## src/rtl/hazard_controller.sv

```systemverilog
// Hazard sequencing for the 5-stage core: load-use stalls, taken-branch flushes, data-memory freezes.
// Optional HAZARD_PERF_EN macro adds saturating stall/flush/freeze event counters.
module hazard_controller #(
  parameter int REG_ADDR_W = 5,
  parameter int MAX_WAIT   = 16,
  parameter int WAIT_W     = 5
) (
  input  logic                  clk,
  input  logic                  reset,
  input  logic [REG_ADDR_W-1:0] id_rs1,
  input  logic [REG_ADDR_W-1:0] id_rs2,
  input  logic                  id_uses_rs2,
  input  logic [REG_ADDR_W-1:0] ex_rd,
  input  logic                  ex_memread,
  input  logic                  mem_branch_taken,
  input  logic                  mem_access,
  input  logic                  dmem_ready,
  output logic                  pc_write,
  output logic                  ifid_write,
  output logic                  ifid_flush,
  output logic                  idex_bubble,
  output logic                  exmem_flush,
  output logic                  pipe_write,
  output logic                  memwb_bubble,
  output logic                  mem_timeout,
  output logic [1:0]            state
`ifdef HAZARD_PERF_EN
  ,
  output logic [31:0]           stall_count,
  output logic [31:0]           flush_count,
  output logic [31:0]           freeze_count
`endif
);

  localparam logic [1:0] RUN    = 2'd0;
  localparam logic [1:0] FREEZE = 2'd1;
  localparam logic [1:0] ERROR  = 2'd2;

  logic [1:0]        next_state;
  logic [WAIT_W-1:0] wait_cnt, next_cnt;
  logic              next_timeout;
  logic              freeze, lu_hazard, freeze_pat;

  assign freeze     = mem_access & ~dmem_ready;
  assign lu_hazard  = ex_memread & (ex_rd != '0) &
                      ((ex_rd == id_rs1) | (id_uses_rs2 & (ex_rd == id_rs2)));
  // ERROR holds the pipeline exactly as a live freeze would
  assign freeze_pat = (state == ERROR) | freeze;

  always_ff @(posedge clk) begin
    if (reset) begin
      state       <= RUN;
      wait_cnt    <= '0;
      mem_timeout <= 1'b0;
    end else begin
      state       <= next_state;
      wait_cnt    <= next_cnt;
      mem_timeout <= next_timeout;
    end
  end

  always_comb begin
    next_state   = state;
    next_cnt     = wait_cnt;
    next_timeout = mem_timeout;
    case (state)
      RUN: begin
        if (freeze) begin
          next_state = FREEZE;
          next_cnt   = WAIT_W'(1);
        end else begin
          next_cnt   = '0;
        end
      end
      FREEZE: begin
        // mem_access dropping counts as completion, same as dmem_ready
        if (!freeze) begin
          next_state = RUN;
          next_cnt   = '0;
        end else if (wait_cnt == WAIT_W'(MAX_WAIT - 1)) begin
          next_state   = ERROR;
          next_timeout = 1'b1;
        end else begin
          next_cnt = wait_cnt + 1'b1;
        end
      end
      ERROR:   next_state = ERROR;
      default: begin
        next_state = RUN;
        next_cnt   = '0;
      end
    endcase
  end

  always_comb begin
    pc_write     = 1'b1;
    ifid_write   = 1'b1;
    ifid_flush   = 1'b0;
    idex_bubble  = 1'b0;
    exmem_flush  = 1'b0;
    pipe_write   = 1'b1;
    memwb_bubble = 1'b0;
    if (reset) begin
      pc_write     = 1'b0;
      ifid_write   = 1'b0;
      pipe_write   = 1'b0;
      ifid_flush   = 1'b1;
      idex_bubble  = 1'b1;
      exmem_flush  = 1'b1;
      memwb_bubble = 1'b1;
    end else if (freeze_pat) begin
      pc_write     = 1'b0;
      ifid_write   = 1'b0;
      pipe_write   = 1'b0;
      memwb_bubble = 1'b1;
    end else if (mem_branch_taken) begin
      // ID instruction is squashed, so a concurrent load-use is moot
      ifid_flush  = 1'b1;
      idex_bubble = 1'b1;
      exmem_flush = 1'b1;
    end else if (lu_hazard) begin
      pc_write    = 1'b0;
      ifid_write  = 1'b0;
      idex_bubble = 1'b1;
    end
  end

`ifdef HAZARD_PERF_EN
  logic stall_act, flush_act, freeze_act;
  assign freeze_act = ~reset & freeze_pat;
  assign flush_act  = ~reset & ~freeze_pat & mem_branch_taken;
  assign stall_act  = ~reset & ~freeze_pat & ~mem_branch_taken & lu_hazard;

  always_ff @(posedge clk) begin
    if (reset) begin
      stall_count  <= '0;
      flush_count  <= '0;
      freeze_count <= '0;
    end else begin
      if (stall_act  && stall_count  != '1) stall_count  <= stall_count  + 1'b1;
      if (flush_act  && flush_count  != '1) flush_count  <= flush_count  + 1'b1;
      if (freeze_act && freeze_count != '1) freeze_count <= freeze_count + 1'b1;
    end
  end
`endif

endmodule

```

## config.mk

```make
export PLATFORM = sky130hd
export DESIGN_NAME = hazard_controller
export DESIGN_NICKNAME = d
export VERILOG_FILES = /design/src/rtl/hazard_controller.sv
export SDC_FILE = /design/constraint.sdc
export NUM_CORES = 1
export LEC_CHECK = 0
export ABC_AREA = 1
export ABC_CLOCK_PERIOD_IN_PS = 2250
export CAP_MARGIN = 40
export CORE_UTILIZATION = 43
export DETAILED_ROUTE_END_ITERATION = 6
export PLACE_DENSITY = 0.84
export SLEW_MARGIN = 0
export SYNTH_ARGS = -nofsm -noshare
export SYNTH_HDL_FRONTEND = slang
export SYNTH_SLANG_ARGS = --single-unit
```

## constraint.sdc

```tcl
create_clock -name clk -period 2.25 [get_ports clk]
set_input_delay 0.225 -clock clk [delete_from_list [all_inputs] [get_ports clk]]
set_output_delay 0.225 -clock clk [all_outputs]
set_load 0.02 [all_outputs]
```

==> impl_results.md <==
* Core area at around 1400 µm²
* Max Root-Sink Buffers at 2
* Pre-CTS setup slack at between 0.03 and 0.04 ns
* R2R Path Start: wait_cnt[0]
* Fin crit share at 0.865
* CP Buf/Inv Count at 2
* Latest clock arrival within the worst-skew pair at roughly 0.25 ns
* Diode count at 0
* Total wire length at around 1.6 mm
* RSZ-0062 raised after global routing: false
* CP max FO at 4
* Post-route core utilization at 0.743
* Syn Area/Cell at 5.71 µm²
* WHS at ~0.45 ns
* Std-Cell Rows at 13
* Drt initial violations at 18
* IO buf count at 31
* Vias in the first global route at ~660
* Root buffer cell: clkbuf_4
* Fmax at between 0.5 and 0.6 GHz
* Simple-gate share of the synthesized area at 0.411
* Synthesized flop and latch total at 8
* Synth area leaders: dfxtp_1 (24%), nand2_1 (22%), inv_1 (15%)
* Synth unique cells at 24
* First-pass GRT wire length at between 2 and 3 mm
* Pwr dens at ~360 nW/µm²
* Crit path kind: reg -> out
* Reg2reg path depth at 8
* H-tree depth at 1
* Post-synthesis mux area share at 0
* Area leader, netlist: dfxtp_1
* Total congestion overflow at 0
* Flop2flop setup slack at between 0.6 and 0.7 ns
* Gp weighted congestion at roughly 0.84
* Vias after detailed routing at 779
* Initial Util at 0.491
* DIE AREA at 1740 µm²
* Seq/Total Area, Yosys at 0.236
* Crit-path cells: inv_2 -> nand2_2 -> o21ai_2 -> o21ai_1 -> clkdlybuf4s50_1
* Largest net degree at the start of global routing at 8
* Hpwl dp at between 1 and 1.5 mm
* CTS tree: built
* Final slew viol count at 0
* Post-route cell area at around 1000 µm²
* Post-synthesis compound-gate area fraction at 0.116
* Setup ws final at just over 0.3 ns
* Period minus WS final at a little under 2 ns
* Antenna-violating nets left at 0
* Final Instance Count excl. Fillers at ~170
* Crit path max-delay family: buffers and inverters
* Top FF cell, synth: dfxtp_1
* Setup TNS at 0 ns
* CP max-delay cell: clkdlybuf4s50_1
* Placed cell areas at about 1000 µm²
* Mapped Nets at between 100 and 150
* Worst Path Required at about 2.0 ns
* Worst vdd ir at between 0.3 and 0.4 mV
* Slowest stage delay, CP at roughly 0.64 ns
* Hold Fails Final Rpt at 0
* Final nets at approximately 180
* Antenna violations before repair at 0
* Routed len/inst at a little under 10 µm
* CTS Buf Count at 3
* RR Endpoint: wait_cnt[3]
* Die Width at ~42 µm
* Xor/xnor share of the synthesized area at 0.0129
* Worst Setup End Kind: output pin
* DP Cell Count at roughly 160
* Largest family of logic cells by synthesized area: simple AND/OR/NAND/NOR gates
* Setup crit start: state[0]
* Gr usage total at 0.200
* First drt pass iteration count at 4
* Chip height at about 42 µm
* Post-synth ARST share at 0
* Post-route DRC at 0
* Static leakage at about 0.54 nW
* Status: finished clean
* Post-Syn Area at 679 µm²
* Pin slew with the least headroom to its limit at 0.229 ns
* Cells after Synth at about 120
* Critical Path Stages at 5
* Post-synth EDFFs at 0
* Final setup vio count at 0
* Worst relative slew slack at 0.846
* Total chip power at around 370 µW
* Most frequent cell after synthesis: nand2_1
* Num ports at 32
* YS warnings at 0
* Maximum Capacitance Violations at 0
* Vias per cell at around 4.7
* Adder-cell share of the synthesized area at 0.0368
* Commonest cells in the netlist: nand2_1 (40), inv_1 (28), nor2_1 (10)
* Top-area cell type share of the netlist area at 0.236
* Clock transition at path regs at approximately 0.050 ns
* Worst endpoint data arrival time at ~1.7 ns
* Proportion of layout cells with a drive suffix above 1 at 0.0927
* Worst min path class: reg -> reg
* Worst Skew at around 0.0052 ns
* Synthesis-to-finish area growth at 51.2%
* Clock sinks at 8
* Post-CTS Hold Buffers at 0
* Type of origin of the critical path: register
* Worst setup path endpoint: exmem_flush
-- cell families (layout without fill, tap and decap cells) --
group / count (synthesis) / after routing
xor gates and xnor gates: 1 / 1
AOI/OAI and AO/OA: 13 / 13
DFF: 8 / 8
and+or+nand+nor: 63 / 63
adders and majority gates: 2 / 2
buffers and inverters: 32 / 64
-- area by class of cell --
| class | count | area (µm²) |
|---|---|---|
| Sequential cell | 8 | 160 |
| Inverter | 29 | 109 |
| Multi-Input combinational cell | 79 | 392 |
| Tap cell | 15 | 18.8 |
| Fill cell | 119 | 355 |
| Clock buffer | 3 | 22.5 |
| Timing Repair Buffer | 32 | 325 |
-- report_power, final --
part           switching [mW]  leakage (nW)  total (mW)  internal (mW)
clock network          0.0478        0.0138       0.109         0.0610
logic                  0.0546         0.460       0.119         0.0644
registers             0.00193        0.0647       0.145          0.143
total                   0.104         0.539       0.373          0.269
-- worst reg2reg max path, delay by kind of cell, from the launching register on --
kind,cells,cell delay (ns)
and+or+nand+nor,5,0.58
adders and majority gates,2,0.43
DFF,1,0.41
AOI/OAI and AO/OA,1,0.08
-- registers in the layout, indices dropped and copies added (netlist names) --
signal / flops
state: 2
mem_timeout: 1
wait_cnt: 5
-- layer usage --
| layer | GRT usage | part of all wire | up-vias |
|---|---|---|---|
| li1 | - | - | 415 |
| met1 | 0.247 | 0.44 | 331 |
| met2 | 0.322 | 0.49 | 29 |
| met3 | 0.0783 | 0.063 | 4 |
| met4 | 0.0516 | 0.0074 | 0 |
| met5 | 0 | 0 | - |
-- cell usage in the layout, fill, tap and decap left out --
cell             instances
inv_2                    1
xnor2_1                  1
and3_1                   1
nand2_4                  1
dfxtp_1                  8
nand3_2                  1
nand4_1                  1
clkbuf_4                 3
a21oi_1                  5
nor2_1                  10
o21ai_0                  3
nand3b_1                 1
inv_1                   28
nor2_2                   2
a21oi_2                  2
nand2_1                 40
nor2_4                   1
dlymetal6s2s_1           3
o21ai_1                  1
clkdlybuf4s50_1         28
nand2_2                  1
a211oi_1                 1
nand3_1                  4
buf_4                    1
o21ai_2                  1
ha_1                     2
-- worst min-delay path by stage --
stage,startpoint,endpoint,slack (ns),cells after the start
floorplan,dmem_ready,state[0],0.40,3
global placement,mem_timeout,mem_timeout,0.44,2
detailed placement,mem_timeout,mem_timeout,0.44,2
CTS,mem_timeout,mem_timeout,0.45,2
global route,mem_timeout,mem_timeout,0.49,2
finish,mem_timeout,mem_timeout,0.45,2
-- what timing repair did --
action,in CTS,in global routing
setup endpoints to repair,0,3
resized for setup,0,3
setup buffers,0,0
(Power assumes the default switching activity.)
